$ cat config.mk
export PLATFORM = sky130hd
export DESIGN_NAME = instr_fetch_ctrl_flat
export DESIGN_NICKNAME = d
export VERILOG_FILES = /design/src/rtl/instr_fetch_ctrl_pkg.sv /design/src/rtl/instr_fetch_ctrl_if.sv /design/src/rtl/instr_fetch_ctrl_fifo.sv /design/src/rtl/instr_fetch_ctrl.sv /design/src/flat_wrapper.sv
export SDC_FILE = /design/constraint.sdc
export NUM_CORES = 1
export LEC_CHECK = 0
export CAP_MARGIN = 20
export CORE_MARGIN = 2
export CORE_UTILIZATION = 40
export CTS_CLUSTER_SIZE = 14
export DETAILED_ROUTE_END_ITERATION = 10
export PLACE_DENSITY = 0.67
export SETUP_SLACK_MARGIN = 0.3
export SLEW_MARGIN = 0
export SYNTH_ARGS = -nofsm -noshare
export SYNTH_HDL_FRONTEND = slang
export SYNTH_SLANG_ARGS = --single-unit
$ cat constraint.sdc
create_clock -name clk_i -period 7.5 [get_ports clk_i]
set_input_delay 0.75 -clock clk_i [delete_from_list [all_inputs] [get_ports clk_i]]
set_output_delay 0.75 -clock clk_i [all_outputs]
set_load 0.01 [all_outputs]
$ cat src/rtl/instr_fetch_ctrl_pkg.sv
// -----------------------------------------------------------------------------
// instr_fetch_ctrl_pkg
// Shared types and constants for the instruction fetch sequencer:
//   INSTR_MEM_SIZE_BYTES : size of the fetchable instruction ROM window
//   IMEM_ADDR_W          : byte-address width of that window
//   fetch_entry_t        : one prefetch buffer entry {pc, instr}
//   fetch_state_t        : fetch sequencer state (RUN / FAULT)
//   fetch_addr_bad()     : fetch legality check for a PC
// -----------------------------------------------------------------------------
package instr_fetch_ctrl_pkg;

    localparam int INSTR_MEM_SIZE_BYTES = 256;
    localparam int IMEM_ADDR_W          = $clog2(INSTR_MEM_SIZE_BYTES);

    typedef struct packed {
        logic [31:0] pc;
        logic [31:0] instr;
    } fetch_entry_t;

    typedef enum logic {
        RUN   = 1'b0,
        FAULT = 1'b1
    } fetch_state_t;

    // A fetch is illegal when the PC is not word aligned or lies past the ROM.
    function automatic logic fetch_addr_bad(input logic [31:0] pc,
                                            input logic [31:0] mem_bytes);
        return (pc[1:0] != 2'b00) || (pc >= mem_bytes);
    endfunction

endpackage

$ cat src/rtl/instr_fetch_ctrl_if.sv
// -----------------------------------------------------------------------------
// instr_fetch_ctrl_if
// Bundles the ROM port, the redirect request, the decoder handshake and the
// fault report of the fetch sequencer.
//   master : fetch sequencer side
//   slave  : environment side (ROM, decoder, redirect source)
// Signal suffixes (_i/_o) are given from the fetch sequencer's point of view.
// -----------------------------------------------------------------------------
interface instr_fetch_ctrl_if;

    logic [31:0] imem_addr_o;
    logic [31:0] imem_data_i;
    logic        redirect_i;
    logic [31:0] redirect_addr_i;
    logic        instr_valid_o;
    logic        instr_ready_i;
    logic [31:0] instr_o;
    logic [31:0] instr_pc_o;
    logic        fault_o;
    logic [31:0] fault_addr_o;

    modport master (
        output imem_addr_o,
        input  imem_data_i,
        input  redirect_i,
        input  redirect_addr_i,
        output instr_valid_o,
        input  instr_ready_i,
        output instr_o,
        output instr_pc_o,
        output fault_o,
        output fault_addr_o
    );

    modport slave (
        input  imem_addr_o,
        output imem_data_i,
        output redirect_i,
        output redirect_addr_i,
        input  instr_valid_o,
        output instr_ready_i,
        input  instr_o,
        input  instr_pc_o,
        input  fault_o,
        input  fault_addr_o
    );

endinterface

$ cat src/rtl/instr_fetch_ctrl_fifo.sv
// -----------------------------------------------------------------------------
// instr_fetch_ctrl_fifo
// Synchronous prefetch FIFO of fetch_entry_t.
//   clk_i, rst_i : clock, asynchronous active-high reset
//   i_push       : write i_data at the tail
//   i_pop        : remove the head
//   i_flush      : discard all entries (wins over push/pop)
//   i_data       : entry to write
//   o_head       : entry at the head (storage register, no output mux logic
//                  beyond the read pointer select)
//   o_full       : DEPTH entries held
//   o_empty      : no entries held
// A push while full is accepted only together with a pop in the same cycle.
// -----------------------------------------------------------------------------
module instr_fetch_ctrl_fifo
    import instr_fetch_ctrl_pkg::*;
#(
    parameter int DEPTH = 2
) (
    input  logic         clk_i,
    input  logic         rst_i,
    input  logic         i_push,
    input  logic         i_pop,
    input  logic         i_flush,
    input  fetch_entry_t i_data,
    output fetch_entry_t o_head,
    output logic         o_full,
    output logic         o_empty
);

    localparam int PTR_W = (DEPTH > 1) ? $clog2(DEPTH) : 1;

    fetch_entry_t     r_mem [DEPTH];
    logic [PTR_W-1:0] r_rd_ptr;
    logic [PTR_W-1:0] r_wr_ptr;
    logic [PTR_W:0]   r_count;

    logic w_do_pop;
    logic w_do_push;

    assign o_full  = (r_count == (PTR_W+1)'(DEPTH));
    assign o_empty = (r_count == '0);
    assign o_head  = r_mem[r_rd_ptr];

    // Qualify requests so the FIFO can never over- or underflow.
    always_comb begin
        w_do_pop  = 1'b0;
        w_do_push = 1'b0;
        if (i_pop && !o_empty) begin
            w_do_pop = 1'b1;
        end else begin
            w_do_pop = 1'b0;
        end
        if (i_push && (!o_full || w_do_pop)) begin
            w_do_push = 1'b1;
        end else begin
            w_do_push = 1'b0;
        end
    end

    // Entry storage; cleared on reset so the head reads zero out of reset.
    always_ff @(posedge clk_i or posedge rst_i) begin
        if (rst_i) begin
            for (int i = 0; i < DEPTH; i++) begin
                r_mem[i] <= '0;
            end
        end else if (w_do_push && !i_flush) begin
            r_mem[r_wr_ptr] <= i_data;
        end
    end

    // Pointers and occupancy; pointers wrap naturally since DEPTH is 2^n.
    always_ff @(posedge clk_i or posedge rst_i) begin
        if (rst_i) begin
            r_rd_ptr <= '0;
            r_wr_ptr <= '0;
            r_count  <= '0;
        end else if (i_flush) begin
            r_rd_ptr <= '0;
            r_wr_ptr <= '0;
            r_count  <= '0;
        end else begin
            if (w_do_pop) begin
                r_rd_ptr <= r_rd_ptr + PTR_W'(1);
            end
            if (w_do_push) begin
                r_wr_ptr <= r_wr_ptr + PTR_W'(1);
            end
            case ({w_do_push, w_do_pop})
                2'b10:   r_count <= r_count + (PTR_W+1)'(1);
                2'b01:   r_count <= r_count - (PTR_W+1)'(1);
                default: r_count <= r_count;
            endcase
        end
    end

endmodule

$ cat src/rtl/instr_fetch_ctrl.sv
// -----------------------------------------------------------------------------
// instr_fetch_ctrl
// Fetch sequencer in front of the combinational instruction ROM. Owns the PC,
// drives the ROM address, buffers {pc, instr} pairs in a prefetch FIFO and
// hands them to the decoder over valid/ready. Redirects flush the buffer and
// restart fetching; misaligned or out-of-range PCs raise a sticky fault.
//   clk_i, rst_i          : clock, asynchronous active-high reset
//   bus.imem_addr_o       : ROM byte address (current PC)
//   bus.imem_data_i       : ROM read data, combinational from imem_addr_o
//   bus.redirect_i/_addr_i: one-cycle restart request and its target PC
//   bus.instr_valid_o/_ready_i/instr_o/instr_pc_o : decoder handshake
//   bus.fault_o/fault_addr_o : sticky fetch fault and offending PC
// -----------------------------------------------------------------------------
module instr_fetch_ctrl
    import instr_fetch_ctrl_pkg::*;
#(
    parameter logic [31:0] RESET_PC   = 32'h0000_0000,
    parameter int          MEM_BYTES  = INSTR_MEM_SIZE_BYTES,
    parameter int          FIFO_DEPTH = 2
) (
    input  logic               clk_i,
    input  logic               rst_i,
    instr_fetch_ctrl_if.master bus
);

    logic [31:0]  r_pc;
    fetch_state_t r_state;
    logic         r_fault;
    logic [31:0]  r_fault_addr;

    logic         w_bad;
    logic         w_pop;
    logic         w_push;
    logic         w_full;
    logic         w_empty;
    fetch_entry_t w_push_entry;
    fetch_entry_t w_head;

    assign w_bad        = fetch_addr_bad(r_pc, 32'(MEM_BYTES));
    assign w_push_entry = '{pc: r_pc, instr: bus.imem_data_i};

    assign bus.imem_addr_o   = r_pc;
    assign bus.instr_valid_o = !w_empty;
    assign bus.instr_o       = w_head.instr;
    assign bus.instr_pc_o    = w_head.pc;
    assign bus.fault_o       = r_fault;
    assign bus.fault_addr_o  = r_fault_addr;

    // Handshake and fetch decision; a full buffer may still accept a word
    // when the head leaves in the same cycle, giving 1 instr/cycle.
    always_comb begin
        w_pop  = 1'b0;
        w_push = 1'b0;
        if (!w_empty && bus.instr_ready_i) begin
            w_pop = 1'b1;
        end else begin
            w_pop = 1'b0;
        end
        if ((r_state == RUN) && !w_bad && !bus.redirect_i && (!w_full || w_pop)) begin
            w_push = 1'b1;
        end else begin
            w_push = 1'b0;
        end
    end

    // PC / fault FSM; redirect has priority and is the only way out of FAULT.
    always_ff @(posedge clk_i or posedge rst_i) begin
        if (rst_i) begin
            r_pc         <= RESET_PC;
            r_state      <= RUN;
            r_fault      <= 1'b0;
            r_fault_addr <= 32'h0000_0000;
        end else if (bus.redirect_i) begin
            r_pc    <= bus.redirect_addr_i;
            r_state <= RUN;
            r_fault <= 1'b0;
        end else begin
            case (r_state)
                RUN: begin
                    if (w_bad) begin
                        r_state      <= FAULT;
                        r_fault      <= 1'b1;
                        r_fault_addr <= r_pc;
                    end else if (w_push) begin
                        r_pc <= r_pc + 32'd4;
                    end
                end
                FAULT: begin
                    r_state <= FAULT;
                end
                default: begin
                    r_state <= FAULT;
                    r_fault <= 1'b1;
                end
            endcase
        end
    end

    instr_fetch_ctrl_fifo #(
        .DEPTH (FIFO_DEPTH)
    ) u_fifo (
        .clk_i   (clk_i),
        .rst_i   (rst_i),
        .i_push  (w_push),
        .i_pop   (w_pop),
        .i_flush (bus.redirect_i),
        .i_data  (w_push_entry),
        .o_head  (w_head),
        .o_full  (w_full),
        .o_empty (w_empty)
    );

endmodule

$ cat src/flat_wrapper.sv
// flat-port wrapper written by rule: the top's interface ports become plain ports
module instr_fetch_ctrl_flat import instr_fetch_ctrl_pkg::*;
#(
    parameter logic [31:0] RESET_PC   = 32'h0000_0000,
    parameter int          MEM_BYTES  = INSTR_MEM_SIZE_BYTES,
    parameter int          FIFO_DEPTH = 2
)
  (clk_i, rst_i, bus_imem_addr_o, bus_imem_data_i, bus_redirect_i, bus_redirect_addr_i, bus_instr_valid_o, bus_instr_ready_i, bus_instr_o, bus_instr_pc_o, bus_fault_o, bus_fault_addr_o);
  instr_fetch_ctrl_if bus_i ();
  input  logic clk_i;
  input  logic rst_i;
  output wire logic [$bits(bus_i.imem_addr_o)-1:0] bus_imem_addr_o;
  input wire logic [$bits(bus_i.imem_data_i)-1:0] bus_imem_data_i;
  input wire logic [$bits(bus_i.redirect_i)-1:0] bus_redirect_i;
  input wire logic [$bits(bus_i.redirect_addr_i)-1:0] bus_redirect_addr_i;
  output wire logic [$bits(bus_i.instr_valid_o)-1:0] bus_instr_valid_o;
  input wire logic [$bits(bus_i.instr_ready_i)-1:0] bus_instr_ready_i;
  output wire logic [$bits(bus_i.instr_o)-1:0] bus_instr_o;
  output wire logic [$bits(bus_i.instr_pc_o)-1:0] bus_instr_pc_o;
  output wire logic [$bits(bus_i.fault_o)-1:0] bus_fault_o;
  output wire logic [$bits(bus_i.fault_addr_o)-1:0] bus_fault_addr_o;
  assign bus_imem_addr_o = bus_i.imem_addr_o;
  assign bus_i.imem_data_i = bus_imem_data_i;
  assign bus_i.redirect_i = bus_redirect_i;
  assign bus_i.redirect_addr_i = bus_redirect_addr_i;
  assign bus_instr_valid_o = bus_i.instr_valid_o;
  assign bus_i.instr_ready_i = bus_instr_ready_i;
  assign bus_instr_o = bus_i.instr_o;
  assign bus_instr_pc_o = bus_i.instr_pc_o;
  assign bus_fault_o = bus_i.fault_o;
  assign bus_fault_addr_o = bus_i.fault_addr_o;
  instr_fetch_ctrl #(.RESET_PC(RESET_PC), .MEM_BYTES(MEM_BYTES), .FIFO_DEPTH(FIFO_DEPTH)) u_core (.clk_i(clk_i), .rst_i(rst_i), .bus(bus_i));
endmodule
==> results of run 1 <==
## worst max-delay path by stage
stage / start / to / cells after the start
CTS: u_core.u_fifo.r_rd_ptr / bus_instr_pc_o[4] / 3
detailed placement: bus_instr_ready_i / u_core.u_fifo.r_mem[95] / 7
global route: u_core.u_fifo.r_rd_ptr / bus_instr_pc_o[4] / 3
finish: u_core.u_fifo.r_rd_ptr / bus_instr_pc_o[4] / 3
floorplan: rst_i / u_core.bus.fault_addr_o[0] / 1
global placement: bus_instr_ready_i / u_core.u_fifo.r_mem[95] / 7
## worst reg2reg max path, stage by stage, from the launching register on
cell and delay, ps:
sky130_fd_sc_hd__dfrtp_1 420, sky130_fd_sc_hd__nor4_1 390, sky130_fd_sc_hd__nand4_1 490, sky130_fd_sc_hd__nor2_4 320, sky130_fd_sc_hd__and3b_4 210, sky130_fd_sc_hd__buf_4 770
sky130_fd_sc_hd__mux2_2 440
## cells by family (layout without fill, tap and decap cells)
group | after synthesis | count (layout) | synth area share
compound gates | 14 | 14 | 0.01191
xor+xnor | 6 | 6 | 0.006335
fa+ha+maj | 2 | 2 | 0.003016
buf+inv | 34 | 240 | 0.02504
flops | 198 | 198 | 0.5973
mux | 196 | 196 | 0.2796
simple gates | 102 | 102 | 0.07677
## power groups by stage
stage          Combinational (uW)  Sequential, uW  Clock [uW]
2_1_floorplan                77.7            1190           0
3_3_place_gp                  260            1180           0
3_5_place_dp                  264            1180           0
4_1_cts                       266            1160         945
5_1_grt                       284            1170         990
6_report                      263            1160         919
## per-layer routing
| metal | share of wire | vias up | GRT usage |
|---|---|---|---|
| li1 | - | 2311 | - |
| met4 | 0.0096 | 0 | 0.03476 |
| met1 | 0.44 | 2556 | 0.2191 |
| met5 | 0 | - | 0 |
| met2 | 0.48 | 145 | 0.2743 |
| met3 | 0.076 | 16 | 0.06790 |
## stage by stage
step | setup WS (ps) | hold WS [ps] | area [sq um] | total power (uW) | std cells
detailed placement | 4111 | 465.1 | 10460 | 1443 | 995
floorplan | 1353 | 447.4 | 8295 | 1272 | 552
CTS | 3871 | 485.1 | 11050 | 2371 | 1027
global placement | 4143 | 463.1 | 10460 | 1436 | 995
global route | 3755 | 495.5 | 11070 | 2440 | 1028
finish | 3908 | 479.5 | 11070 | 2341 | 1028
## cell usage in the layout (no fill, tap or decap), types with 9 or more instances in the layout
master	synthesis	routed
sky130_fd_sc_hd__and2_1	26	26
sky130_fd_sc_hd__nor2b_1	29	29
sky130_fd_sc_hd__clkbuf_16	0	17
sky130_fd_sc_hd__nor2_1	9	9
sky130_fd_sc_hd__mux2_4	30	30
sky130_fd_sc_hd__dfrtp_1	198	197
sky130_fd_sc_hd__nand2_1	12	12
sky130_fd_sc_hd__mux2_2	158	158
sky130_fd_sc_hd__clkdlybuf4s50_1	0	196
## state kept, by name, summed over array words and instances (netlist names)
name / flops
u_core.u_fifo.r_mem: 128
u_core.bus.fault_o: 1
u_core.r_state: 1
u_core.u_fifo.r_rd_ptr: 1
u_core.u_fifo.r_wr_ptr: 1
u_core.bus.imem_addr_o: 32
u_core.u_fifo.r_count: 2
u_core.bus.fault_addr_o: 32
## final cells by class
class | count | area (sq um) | share of cell area
Inverter | 6 | 30.03 | 0.002712
Multi-Input combinational cell | 320 | 3137 | 0.2832
Clock buffer | 19 | 442.9 | 0.04000
Sequential cell | 198 | 4956 | 0.4475
Clock inverter | 13 | 146.4 | 0.01322
Tap cell | 270 | 337.8 | 0.03050
Timing Repair Buffer | 202 | 2024 | 0.1828
==> flow_summary.rst, run 1 <==
.. list-table::
   :header-rows: 1

   * - Metric
     - Value
   * - Antenna fix cells
     - 0
   * - FMAX
     - ~0.28 GHz
   * - Number of antenna violations at the first check in global routing
     - 0
   * - Layout net count
     - 815
   * - Final Wtd Congestion
     - about 0.76
   * - Cell accounting for the most synthesized area
     - sky130_fd_sc_hd__dfrtp_1
   * - Final Critical Period
     - roughly 3600 ps
   * - Site row count
     - 52
   * - Largest cells by area after synthesis
     - sky130_fd_sc_hd__dfrtp_1, sky130_fd_sc_hd__mux2_2, sky130_fd_sc_hd__mux2_4
   * - Max H-tree Level
     - 4
   * - Clock Root Buffer
     - sky130_fd_sc_hd__clkbuf_16
   * - Critical Path RT
     - about 6800 ps
   * - Yosys warnings
     - 0
   * - Std-Cell Core Area
     - between 20000 and 25000 sq um
   * - Share of the clock period used by the worst path after layout
     - 0.4790
   * - Global-route wire length before repair
     - about 30 mm
   * - Initial cell density of the core
     - 0.4087
   * - Maximum number of pins on one net before global-route repair
     - 114
   * - Die area
     - between 20000 and 25000 sq um
   * - P_sw
     - roughly 560 uW
   * - Most frequent cell after synthesis
     - sky130_fd_sc_hd__dfrtp_1
   * - Total number of clock tree sinks
     - around 200
   * - Detail Placement HPWL
     - between 10 and 15 mm
   * - Clock network fraction of total power
     - 0.392
   * - Routed wire length
     - 18.16 mm
   * - Clk buf depth
     - 2
   * - Run status
     - finished clean
   * - Kind of critical path
     - reg2out
   * - Layout cell share with drive strength beyond 1
     - 0.3100
   * - Number of storage elements in the synthesis netlist
     - slightly below 200
   * - Worst reg2reg path startpoint
     - u_core.bus.imem_addr_o[26]
   * - Share of synthesized registers carrying an async set or reset
     - 1.000
   * - Number of max-cap violations
     - 0
   * - Origin of the worst min-delay path
     - u_core.u_fifo.r_mem[42]
   * - RSZ-0062 raised after global routing
     - false
   * - Number of top-level pins
     - between 150 and 200
   * - Routed length per placed instance
     - approximately 18 um
   * - Power density normalized to cell area
     - roughly 210 nW/um^2
   * - Combined buffer and inverter count along the critical path
     - 2
   * - Fillers
     - about 1700
   * - CTS-repair resized insts
     - 0
   * - Cell with the biggest individual delay on the critical path
     - sky130_fd_sc_hd__dfrtp_2
   * - Vias/cell
     - 4.891
   * - Worst IR Drop VDD
     - between 100 and 150 uV
   * - Cell family with the largest share of critical-path delay
     - buffers and inverters
   * - Cell depth of the worst min-delay path
     - 1
   * - Count of final max-slew check failures
     - 0
   * - Total internal power
     - 1783 uW
   * - Portion of total power attributed to combinational logic
     - 0.112
   * - Crit-path cells
     - buf_4, mux2_2, clkdlybuf4s50_1
   * - Total CTS buffers
     - 17
   * - Clock Skews
     - approximately 9.5 ps
   * - Setup Buffers After CTS
     - 0
   * - Sw frac
     - 0.2385
   * - Relative slew margins
     - 0.3299
   * - Number of port buffers
     - about 200
   * - Total grt overflow
     - 0
   * - Sequential area share after synthesis
     - 0.5973
   * - Number of synthesized flops with an enable pin
     - 0
   * - Final Hold Fails
     - 0
   * - Type of element capturing the critical path
     - primary output
   * - Starting DRT DRC Count
     - approximately 130
   * - Initial DRT Pass Iterations
     - 4
   * - Final setup vio count
     - 0
   * - Growth of design area from synthesis to finish
     - 33.50%
   * - Share of the synthesized area in the top cell type
     - 0.5973
   * - CP arrival
     - 2840 ps
   * - CTS tree
     - yes
   * - Post-CTS Hold Fix Bufs
     - 0
   * - Worst-Skew Late Latency
     - around 420 ps
   * - Overall track demand over capacity in global routing
     - 0.1702
   * - Final-layout setup total negative slack
     - 0 ps
   * - Slew @ Worst Pin
     - between 1000 and 1500 ps
   * - Worst hold path type
     - reg2reg
   * - Synthesized netlist cell count
     - roughly 550
   * - Vias in the first global route
     - between 5000 and 6000
   * - Mean cell area of the mapped netlist
     - about 15 sq um
   * - Netlist Area Pre-Place
     - between 8000 and 9000 sq um
   * - Destination of the worst register-to-register timing path
     - u_core.u_fifo.r_mem[102]
   * - Category of the worst setup path launch point
     - flip-flop
   * - Hold EP
     - u_core.u_fifo.r_mem[42]
   * - Utilization after layout
     - 0.5456
   * - Chip width
     - around 150 um
   * - Total via count in the routed design
     - between 5000 and 6000
   * - Distinct cell type count of the synthesized netlist
     - 38
   * - Worst reg-to-reg path cell count
     - 6
   * - Synthesized net count
     - 622
   * - Detail Route Antenna Nets
     - 0
   * - Post-synth top cells
     - sky130_fd_sc_hd__dfrtp_1, sky130_fd_sc_hd__mux2_2, sky130_fd_sc_hd__mux2_4, sky130_fd_sc_hd__nor2b_1, sky130_fd_sc_hd__and2_1
   * - Die H
     - ~150 um
   * - Clock-pin slew on the worst setup and hold paths
     - roughly 70 ps
   * - Dominant register cell in the synthesized netlist
     - sky130_fd_sc_hd__dfrtp_1
   * - Leakage dissipation
     - slightly above 0.005 uW
   * - Register-to-register setup slack
     - about 4400 ps
   * - Largest stage delay on the critical path
     - about 900 ps
   * - Portion of total power attributed to sequential cells
     - 0.495
   * - Worst-path maximum fanout
     - 34
   * - DRC
     - 0
Note: power is estimated with default switching activity, not from simulation.
==> run 2, diff against run 1 <==
==> constraint.sdc (replaced) <==
create_clock -name clk_i -period 3.6 [get_ports clk_i]
set_input_delay 0.36 -clock clk_i [delete_from_list [all_inputs] [get_ports clk_i]]
set_output_delay 0.36 -clock clk_i [all_outputs]
set_load 0.01 [all_outputs]
==> flow_summary.rst, run 2 (same netlist as run 1, synthesis figures left out) <==
.. list-table::
   :header-rows: 1

   * - Metric
     - Value
   * - Setup Buffers After CTS
     - 0 (unchanged)
   * - Final-layout setup total negative slack
     - 0 ps (unchanged)
   * - Crit-path cells
     - nor4_1, nand4bb_4, nor2_4, nand3_4, mux2_1
   * - Routed wire length
     - 18.56 mm (+2.2%)
   * - Worst-Skew Late Latency
     - 430 ps (about the same)
   * - Clock Skews
     - 17.92 ps (+8.465 ps)
   * - Overall track demand over capacity in global routing
     - 0.1754 (+0.005168)
   * - Max FFs per register
     - 128 (unchanged)
   * - DRC
     - 0 (unchanged)
   * - Total CTS buffers
     - 17 (unchanged)
   * - Total via count in the routed design
     - 5060 (+0.64%)
   * - FMAX
     - ~0.34 GHz
   * - Detail Placement HPWL
     - 12.45 mm (+6.0%)
   * - Utilization after layout
     - 0.5477 (+0.002157)
   * - Antenna fix cells
     - 0 (unchanged)
   * - Die area
     - 21910 sq um (unchanged)
   * - Detail Route Antenna Nets
     - 0 (unchanged)
   * - Growth of design area from synthesis to finish
     - 34.03%
   * - Total number of clock tree sinks
     - 198 (unchanged)
   * - Final setup vio count
     - 0 (unchanged)
   * - Kind of critical path
     - reg2reg
   * - Final Wtd Congestion
     - 0.7416 (-2.1%)
   * - Starting DRT DRC Count
     - 149 (+12%)
   * - Number of port buffers
     - 197 (unchanged)
   * - Max H-tree Level
     - 4 (unchanged)
   * - Most common cell after layout, fill and taps aside
     - sky130_fd_sc_hd__dfrtp_1
   * - CP arrival
     - 3280 ps (+440 ps)
   * - Final Critical Period
     - between 2000 and 3000 ps
   * - RSZ-0062 raised after global routing
     - false
   * - Overall Power
     - 4866 uW (+110%)
   * - GR met1 Demand/Resource
     - 0.2294 (+0.01033)
   * - Peak-usage layer in the global routing report
     - met2
   * - Run status
     - finished clean
   * - M2 GR Usage
     - 0.2715 (-0.002778)
   * - Site row count
     - 52 (unchanged)
   * - Final Hold Fails
     - 0 (unchanged)
   * - Clock Root Buffer
     - sky130_fd_sc_hd__clkbuf_16
   * - Final WS setup
     - 635.9 ps (-3272 ps)
   * - Worst hold path type
     - in2async
   * - Cell with the biggest individual delay on the critical path
     - sky130_fd_sc_hd__nor4_1
   * - Critical Path RT
     - 3910 ps (-2840 ps)
   * - Worst IR Drop VDD
     - 317.4 uV (+140%)
   * - Chip width
     - 148.0 um (unchanged)
   * - Routed length per placed instance
     - 18.01 um (+2.0%)
   * - Top library cells by usage in the layout, fill and taps aside
     - sky130_fd_sc_hd__dfrtp_1, sky130_fd_sc_hd__clkdlybuf4s50_1, sky130_fd_sc_hd__mux2_2
   * - Clk buf depth
     - 2 (unchanged)
   * - Initial cell density of the core
     - 0.4087 (unchanged)
   * - Largest stage delay on the critical path
     - 700 ps (-190 ps)
   * - Type of element capturing the critical path
     - flip-flop
   * - Maximum number of pins on one net before global-route repair
     - 93 (-18%)
   * - Power density normalized to cell area
     - 437.7 nW/um^2 (+110%)
   * - Number of antenna violations at the first check in global routing
     - 2 (+2)
   * - Total grt overflow
     - 0 (unchanged)
   * - Worst-path maximum fanout
     - 64 (+88%)
   * - Tightest hold margin
     - 339.0 ps (-140.4 ps)
   * - Vias in the first global route
     - 5642 (+2.3%)
   * - Category of the worst setup path launch point
     - flip-flop
   * - CTS tree
     - yes
   * - Global-route wire length before repair
     - 30.39 mm (+2.8%)
   * - Layout net count
     - 818 (+0.37%)
   * - Vias/cell
     - 4.913 (+0.44%)
   * - Count of final max-slew check failures
     - 0 (unchanged)
   * - Clock-pin slew on the worst setup and hold paths
     - 70 ps (about the same)
   * - Leakage dissipation
     - 0.005060 uW (+0.24%)
   * - Die H
     - 148.0 um (unchanged)
   * - Initial DRT Pass Iterations
     - 4 (unchanged)
   * - Number of max-cap violations
     - 0 (unchanged)
   * - Post-CTS Hold Fix Bufs
     - 0 (unchanged)
   * - Largest register by flop count
     - u_core.u_fifo.r_mem
   * - Worst slack at placement
     - 599.3 ps (-3512 ps)
   * - Fraction of met3 tracks used by global routing
     - 0.07253 (+0.004630)
   * - Layout cell share with drive strength beyond 1
     - 0.3132 (+0.003132)
   * - Relative slew margins
     - 0.4135 (+0.08357)
   * - Std-Cell Core Area
     - 20300 sq um (unchanged)
   * - Number of top-level pins
     - 198 (unchanged)
   * - Share of the clock period used by the worst path after layout
     - 0.8234
   * - CTS-repair resized insts
     - 0 (unchanged)
   * - Slew @ Worst Pin
     - 879.8 ps (-125.4 ps)
## run 2: cell types whose count changed in the layout (fill, tap and decap cells not counted)
cell                         delta
sky130_fd_sc_hd__buf_12         +4
sky130_fd_sc_hd__buf_16         -1
sky130_fd_sc_hd__clkbuf_1       -1
sky130_fd_sc_hd__clkinv_4       -2
sky130_fd_sc_hd__clkinvlp_4     +2
sky130_fd_sc_hd__inv_6          +1
sky130_fd_sc_hd__inv_8          -1
## run 2: worst max-delay path, delay by kind of cell (launching register included)
kind | cells | cell delay, ps
multiplexers | 1 | 580
flip-flops | 1 | 430
AND/OR/NAND/NOR | 4 | 1810
## run 2: layout make-up
cell class	count	area (sq um)
fill	1659	9181
multi-input combinational	320	3137
sequential	198	4956
clock inverter	13	145.1
inverter	6	26.28
clock buffer	18	439.2
tap	270	337.8
timing repair buffer	205	2077
## run 2: final timing paths
path | start | endpoint | slack [ps] | cells past startpoint
setup / recovery | u_core.bus.imem_addr_o[18] | u_core.u_fifo.r_mem[17] | 640 | 5
hold / removal | rst_i | u_core.bus.fault_addr_o[17] | 340 | 2
setup reg to reg | u_core.bus.imem_addr_o[18] | u_core.u_fifo.r_mem[17] | 640 | 5
hold reg to reg | u_core.u_fifo.r_mem[46] | u_core.u_fifo.r_mem[46] | 480 | 1
max in group asynchronous | rst_i | u_core.u_fifo.r_mem[101] | 2310 | 3
min in group clk_i | u_core.u_fifo.r_mem[46] | u_core.u_fifo.r_mem[46] | 480 | 1
## run 2: where the power goes
part	total [uW]	leakage (uW)	internal [uW]	switching [uW]
Sequential	2410	0.00262	2330	85.2
Clock	1900	0.000285	1050	854
Combinational	549	0.00215	332	217
Total	4870	0.00506	3710	1160
## run 2: routing by layer
metal,up-vias,share of wire
li1,2317,-
met1,2582,0.44
met2,145,0.47
met3,14,0.081
met4,2,0.011
met5,-,0.00070
## run 2: per-stage QoR
step | std cells | cell area (sq um)
after floorplan | 552 | 8299
after global placement | 999 | 10530
after detailed placement | 999 | 10530
after CTS | 1030 | 11120
after global routing | 1030 | 11120
final | 1030 | 11120
